File: src/rtl/result_wb_pkg.sv
// Shared types, default parameters and data conversion helper for the result
// write-back unit. Optional checksum feature: RESULT_WB_CHECKSUM_EN.
package result_wb_pkg;

    typedef enum logic [1:0] {
        IDLE   = 2'd0,
        WRITE  = 2'd1,
        FINISH = 2'd2
    } wb_state_t;

    localparam int DEF_N         = 4;
    localparam int DEF_ACCW      = 16;
    localparam int DEF_DW        = 16;
    localparam int DEF_ADDRW     = 9;
    localparam int DEF_BASE_ADDR = 0;

    localparam int SAT_W = 64;

    // Unsigned saturation to dw bits; values already in range pass unchanged.
    function automatic logic [SAT_W-1:0] sat_trunc(input logic [SAT_W-1:0] value, input int dw);
        logic [SAT_W-1:0] max_val;
        max_val = (dw >= SAT_W) ? '1 : ((SAT_W'(1) << dw) - SAT_W'(1));
        return (value > max_val) ? max_val : value;
    endfunction

endpackage

File: src/rtl/result_wb_edge_det.sv
// Rising-edge detector: one-cycle pulse when din is high and was low on the
// previous clock edge. Asynchronous active-high reset clears the history.
module result_wb_edge_det (
    input  logic clk,
    input  logic rst,
    input  logic din,
    output logic rise
);

    logic prev_q;
    logic prev_d;

    assign prev_d = din;

    always_ff @(posedge clk or posedge rst) begin
        if (rst) prev_q <= 1'b0;
        else     prev_q <= prev_d;
    end

    assign rise = din & ~prev_q;

endmodule

File: src/rtl/result_bram_writer.sv
// Snapshots the flat N x N result on a rising start and streams it row-major
// into a BRAM write port. Define RESULT_WB_CHECKSUM_EN to add a checksum output.
module result_bram_writer
    import result_wb_pkg::*;
#(
    parameter int N         = DEF_N,
    parameter int ACCW      = DEF_ACCW,
    parameter int DW        = DEF_DW,
    parameter int ADDRW     = DEF_ADDRW,
    parameter int BASE_ADDR = DEF_BASE_ADDR
) (
    input  logic                 clk,
    input  logic                 reset,
    input  logic                 start,
    input  logic [ACCW*N*N-1:0]  C_flat,
    output logic                 bram_en,
    output logic                 bram_we,
    output logic [ADDRW-1:0]     bram_addr,
    output logic [DW-1:0]        bram_din,
    output logic                 busy,
    output logic                 wr_done
`ifdef RESULT_WB_CHECKSUM_EN
    ,
    output logic [31:0]          checksum
`endif
);

    localparam int NUM = N * N;
    localparam int KW  = (NUM > 1) ? $clog2(NUM) : 1;

    wb_state_t            state_q, state_d;
    logic [KW-1:0]        k_q, k_d;
    logic [ACCW*NUM-1:0]  shadow_q, shadow_d;
    logic                 en_q, en_d;
    logic [ADDRW-1:0]     addr_q, addr_d;
    logic [DW-1:0]        din_q, din_d;
    logic                 busy_q, busy_d;
    logic                 done_q, done_d;
    logic [ACCW-1:0]      elem;
    logic                 rise;
`ifdef RESULT_WB_CHECKSUM_EN
    logic [31:0]          csum_q, csum_d;
`endif

    result_wb_edge_det u_edge (
        .clk  (clk),
        .rst  (reset),
        .din  (start),
        .rise (rise)
    );

    assign elem = shadow_q[int'(k_q) * ACCW +: ACCW];

    // NOTE: next-state logic is purely combinational with every target given a
    // default first, so no latches; only the always_ff below holds state.
    always_comb begin
        state_d  = state_q;
        k_d      = k_q;
        shadow_d = shadow_q;
        en_d     = 1'b0;
        addr_d   = '0;
        din_d    = '0;
        busy_d   = 1'b0;
        done_d   = 1'b0;
`ifdef RESULT_WB_CHECKSUM_EN
        csum_d   = csum_q;
`endif
        case (state_q)
            IDLE: begin
                if (rise) begin
                    shadow_d = C_flat;
                    k_d      = '0;
                    state_d  = WRITE;
`ifdef RESULT_WB_CHECKSUM_EN
                    csum_d   = '0;
`endif
                end
            end
            WRITE: begin
                en_d   = 1'b1;
                busy_d = 1'b1;
                addr_d = ADDRW'(BASE_ADDR) + ADDRW'(k_q);
                din_d  = DW'(sat_trunc(SAT_W'(elem), DW));
                k_d    = k_q + 1'b1;
`ifdef RESULT_WB_CHECKSUM_EN
                csum_d = csum_q + 32'(din_d);
`endif
                if (k_q == KW'(NUM - 1)) state_d = FINISH;
            end
            FINISH: begin
                busy_d  = 1'b1;
                done_d  = 1'b1;
                state_d = IDLE;
            end
            default: state_d = IDLE;
        endcase
    end

    always_ff @(posedge clk or posedge reset) begin
        if (reset) begin
            state_q  <= IDLE;
            k_q      <= '0;
            shadow_q <= '0;
            en_q     <= 1'b0;
            addr_q   <= '0;
            din_q    <= '0;
            busy_q   <= 1'b0;
            done_q   <= 1'b0;
`ifdef RESULT_WB_CHECKSUM_EN
            csum_q   <= '0;
`endif
        end else begin
            state_q  <= state_d;
            k_q      <= k_d;
            shadow_q <= shadow_d;
            en_q     <= en_d;
            addr_q   <= addr_d;
            din_q    <= din_d;
            busy_q   <= busy_d;
            done_q   <= done_d;
`ifdef RESULT_WB_CHECKSUM_EN
            csum_q   <= csum_d;
`endif
        end
    end

    assign bram_en   = en_q;
    assign bram_we   = en_q;
    assign bram_addr = addr_q;
    assign bram_din  = din_q;
    assign busy      = busy_q;
    assign wr_done   = done_q;
`ifdef RESULT_WB_CHECKSUM_EN
    assign checksum  = csum_q;
`endif

endmodule

File: config.mk
export PLATFORM = sky130hd
export DESIGN_NAME = result_bram_writer
export DESIGN_NICKNAME = d
export VERILOG_FILES = /design/src/rtl/result_wb_pkg.sv /design/src/rtl/result_wb_edge_det.sv /design/src/rtl/result_bram_writer.sv
export SDC_FILE = /design/constraint.sdc
export NUM_CORES = 1
export LEC_CHECK = 0
export ABC_AREA = 1
export BUFFER_PORTS_ARGS = -buffer_cell sky130_fd_sc_hd__buf_2
export CAP_MARGIN = 20
export CELL_PAD_IN_SITES_DETAIL_PLACEMENT = 2
export CELL_PAD_IN_SITES_GLOBAL_PLACEMENT = 2
export CORE_UTILIZATION = 34
export DETAILED_ROUTE_END_ITERATION = 10
export PLACE_DENSITY_LB_ADDON = 0.2
export SLEW_MARGIN = 15
export SYNTH_ARGS = -nofsm -noshare
export SYNTH_HDL_FRONTEND = slang
export SYNTH_SLANG_ARGS = --single-unit
export TNS_END_PERCENT = 1
File: constraint.sdc
create_clock -name clk -period 15.3 [get_ports clk]
set_input_delay 3.06 -clock clk [delete_from_list [all_inputs] [get_ports clk]]
set_output_delay 3.06 -clock clk [all_outputs]
set_load 0.005 [all_outputs]
==> qor.txt <==
========================================================================================================
Hold Buf Count CTS ........................................................................            0
Post-CTS clock slew at the launch and capture registers of the worst setup and hold paths .      0.05 ns
Clock sinks ...............................................................................          286
Post-CTS sizing ...........................................................................            0
Routability Congestion ....................................................................        0.787
Crit-path cells ........................................................................... buf_2 > nand3_4 > buf_4 > buf_16 > buf_4 > buf_4 > nor2_1 > a21oi_1
Sequential-to-total area share from yosys stat ............................................        0.531
Synth-to-Final Area Change ................................................................        21.1%
DPL Wire Length ...........................................................................     32700 µm
Die area ..................................................................................    40500 µm²
Endpoint kind of the worst setup timing path ..............................................    flip-flop
Fill count ................................................................................         4532
Worst-Margin Slew .........................................................................      1.00 ns
Wire length of the first global-routing pass ..............................................     72500 µm
Signal arrival time at the worst endpoint .................................................      6.53 ns
Antenna violations before repair ..........................................................            2
Average cell area after synthesis .........................................................     7.90 µm²
Part of the power in combinational logic ..................................................        0.390
Antenna-violating nets left ...............................................................            0
Die Span Y ................................................................................       201 µm
Internal reg-to-reg setup slack ...........................................................     11.08 ns
Worst Path Max Fanout .....................................................................           98
Fraction of final layout cells with drive strength greater than 1 .........................        0.204
Reported net switching power ..............................................................      1390 µW
Top cell by count, worst path ............................................................. sky130_fd_sc_hd__buf_4
Required arrival time at the worst endpoint ...............................................     15.76 ns
Total area of sequential cells ............................................................     7160 µm²
Total power per unit cell area ............................................................   210 nW/µm²
Lkg Pwr ...................................................................................   0.00875 µW
Residual overflow from global routing .....................................................            0
Sequential share of power .................................................................        0.369
Number of standard-cell rows in the floorplan .............................................           72
Period Utilization, post-route ............................................................        0.397
Via count of the first global-routing pass ................................................        13000
DR vias/cell ..............................................................................         4.85
Number of input and output port buffers inserted ..........................................          282
Type of the worst setup path ..............................................................       in2reg
TritonCTS clock tree ......................................................................         done
Delay of the slowest cell on the worst path ...............................................      0.85 ns
Latest clock arrival within the worst-skew pair ...........................................      0.55 ns
Count of H-tree levels built during CTS ...................................................            2
Largest area contributor in the synthesized netlist ....................................... sky130_fd_sc_hd__dfrtp_1
Path type of the worst min-delay path .....................................................      reg2reg
Compound-Gate Fraction of Synth Area ......................................................       0.0866
Number of buffers inserted by post-CTS setup repair .......................................            0
Crit path max-delay cell type ............................................................. sky130_fd_sc_hd__buf_4
Flops & latches, synth ....................................................................          286
Initial Util ..............................................................................        0.346
Post-synthesis mux area share .............................................................       0.0401
Net Sw Frac ...............................................................................        0.405
Unrepaired setup endpoints after global routing ...........................................        false
Top achievable clock speed ................................................................      165 MHz
Largest cells by area after synthesis ..................................................... sky130_fd_sc_hd__dfrtp_1 53%, sky130_fd_sc_hd__nand2_1 9.7%, sky130_fd_sc_hd__nor2_1 8.5%
Maximum clock insertion buffer count ......................................................            3
DIE WIDTH .................................................................................       201 µm
Footprint of the multi-input gates ........................................................     4930 µm²
Final wirelength ..........................................................................     46500 µm
Number of buffers added by the clock tree synthesis step ..................................           37
Post-place instance area ..................................................................    15100 µm²
Number of nets in the finished design .....................................................         2203
Adder and majority cell fraction of the synthesized area ..................................      0.00464
Number of I/O pins ........................................................................          288
Internal power ............................................................................      2040 µW
Post-Synth XOR/XNOR Area ..................................................................            0
Run status ................................................................................ finished, final reports clean
Non-filler cells, final ...................................................................         2482
Worst setup SP type .......................................................................    input pin
Final hold slack ..........................................................................     0.507 ns
Dominant combinational cell family by area after synthesis ................................ simple AND/OR/NAND/NOR gates
Final design utilization ..................................................................        0.420
Area of all placed cells without fillers ..................................................    16300 µm²
Max-cap violation count ...................................................................            0
Minimum clock period ......................................................................      6.07 ns
Final routed DRC violation total ..........................................................            0
Combined global-route utilization of all metal layers .....................................        0.233
Setup TNS .................................................................................         0 ns
Number of buffers and inverters on the critical path ......................................            5
Core area .................................................................................    38900 µm²
Gate count after technology mapping .......................................................         1707
Routed vias ...............................................................................        12100
Largest voltage drop on the vdd net .......................................................    0.0850 mV
Final-report max-slew violation count .....................................................            0
Post-DR wirelength/cell ...................................................................      18.8 µm
Worst path top cell family by delay ....................................................... buffers and inverters
Cell area after synthesis .................................................................    13500 µm²
Skew final ................................................................................    0.0129 ns
Initial DRT Pass Iterations ...............................................................            5
Fraction of synthesized cell area taken by the top area cell type .........................        0.531
Count of distinct cell types in the synthesized netlist ...................................           22
Final hold viol count .....................................................................            0
Pin count of the biggest net entering global routing ......................................          116
Initial DRC Count .........................................................................          374
Clk Tree Root Cell ........................................................................ sky130_fd_sc_hd__clkbuf_16
Clock share of power ......................................................................        0.242
Syn. warnings .............................................................................            0
# placed instances ........................................................................         2415
Normalized max-slew margin ................................................................        0.331
Simple logic cell fraction of the synthesized area ........................................        0.232
Final setup violating endpoints ...........................................................            0
========================================================================================================
[worst reg2reg max path, cell delays in order, from the launching register on]
cell and delay [ns]:
sky130_fd_sc_hd__dfrtp_1 0.37, sky130_fd_sc_hd__inv_1 0.10, sky130_fd_sc_hd__ha_1 0.29, sky130_fd_sc_hd__nand3_4 0.52, sky130_fd_sc_hd__buf_4 0.45, sky130_fd_sc_hd__buf_16 0.35
sky130_fd_sc_hd__buf_4 0.86, sky130_fd_sc_hd__buf_4 0.88, sky130_fd_sc_hd__nor2_1 0.15, sky130_fd_sc_hd__a21oi_1 0.16
[per-layer routing]
| metal | vias to the layer above | routed length [µm] | track usage |
|---|---|---|---|
| li1 | 5700 | - | - |
| met2 | 241 | 22600 | 0.391 |
| met1 | 6039 | 20800 | 0.305 |
| met5 | - | 0 | 0 |
| met4 | 0 | 1490 | 0.0891 |
| met3 | 70 | 1710 | 0.0311 |
[layout make-up]
type / count / share of cell area
antenna: 1 / 0.000153
timing repair buffer: 297 / 0.0957
clock inverter: 3 / 0.000919
multi-input combinational: 1079 / 0.302
sequential: 286 / 0.439
tap: 518 / 0.0397
clock buffer: 60 / 0.0681
inverter: 238 / 0.0552
[cells in the mapped netlist, drive strengths merged]
master / count
a21oi: 227
buf: 79
clkbuf: 29
clkinv: 3
conb: 1
dfrtp: 286
ha: 5
inv: 235
mux2: 48
nand2: 348
nand3: 132
nor2: 307
nor3: 1
o21ai: 5
o22ai: 1
[final timing paths]
path / startpoint / end / depth (start not counted)
worst max register to register: state_q[1] / shadow_q[191] / 9
worst max-delay path: start / shadow_q[191] / 8
worst min-delay path: shadow_q[155] / shadow_q[155] / 2
worst min register to register: shadow_q[155] / shadow_q[155] / 2
max in group asynchronous: reset / shadow_q[166] / 4
min in group asynchronous: reset / shadow_q[85] / 2
[power by group through the flow]
stage                     registers [µW]  logic, µW  clock network [µW]
after floorplan                     1200        943                   0
after global placement              1260       1290                   0
after detailed placement            1280       1350                   0
after CTS                           1270       1360                 851
after global routing                1300       1510                 879
final                               1260       1330                 827
[cells in the final DEF, fill, tap and decap left out, drive strengths merged]
| master | instances |
|---|---|
| diode | 1 |
| ha | 5 |
| clkbuf | 60 |
| buf | 297 |
| o22ai | 1 |
| o21ai | 5 |
| nand3 | 132 |
| clkinv | 7 |
| inv | 234 |
| dfrtp | 286 |
| a21oi | 227 |
| nor3 | 1 |
| conb | 5 |
| nand2 | 348 |
| mux2 | 48 |
| nor2 | 307 |
[state kept, by name, summed over array words and instances (netlist names)]
signal and count:
u_edge.prev_q 1, state_q 2, bram_en 1, wr_done 1, bram_din 16, k_q 4
shadow_q 256, bram_addr 4, busy 1
[kinds of logic after synthesis]
group / Yosys count
AOI/OAI and AO/OA: 233
DFF: 286
and+or+nand+nor: 788
muxes: 48
buffers and inverters: 346
adders and majority gates: 5
other: 1
[through the flow]
step | power (µW) | worst slack, ns
after floorplan | 2140 | 4.35
after global placement | 2550 | 8.54
after detailed placement | 2630 | 8.34
after CTS | 3480 | 8.92
after global routing | 3690 | 8.87
final | 3420 | 9.23
Power figures use the tool's default switching activity.
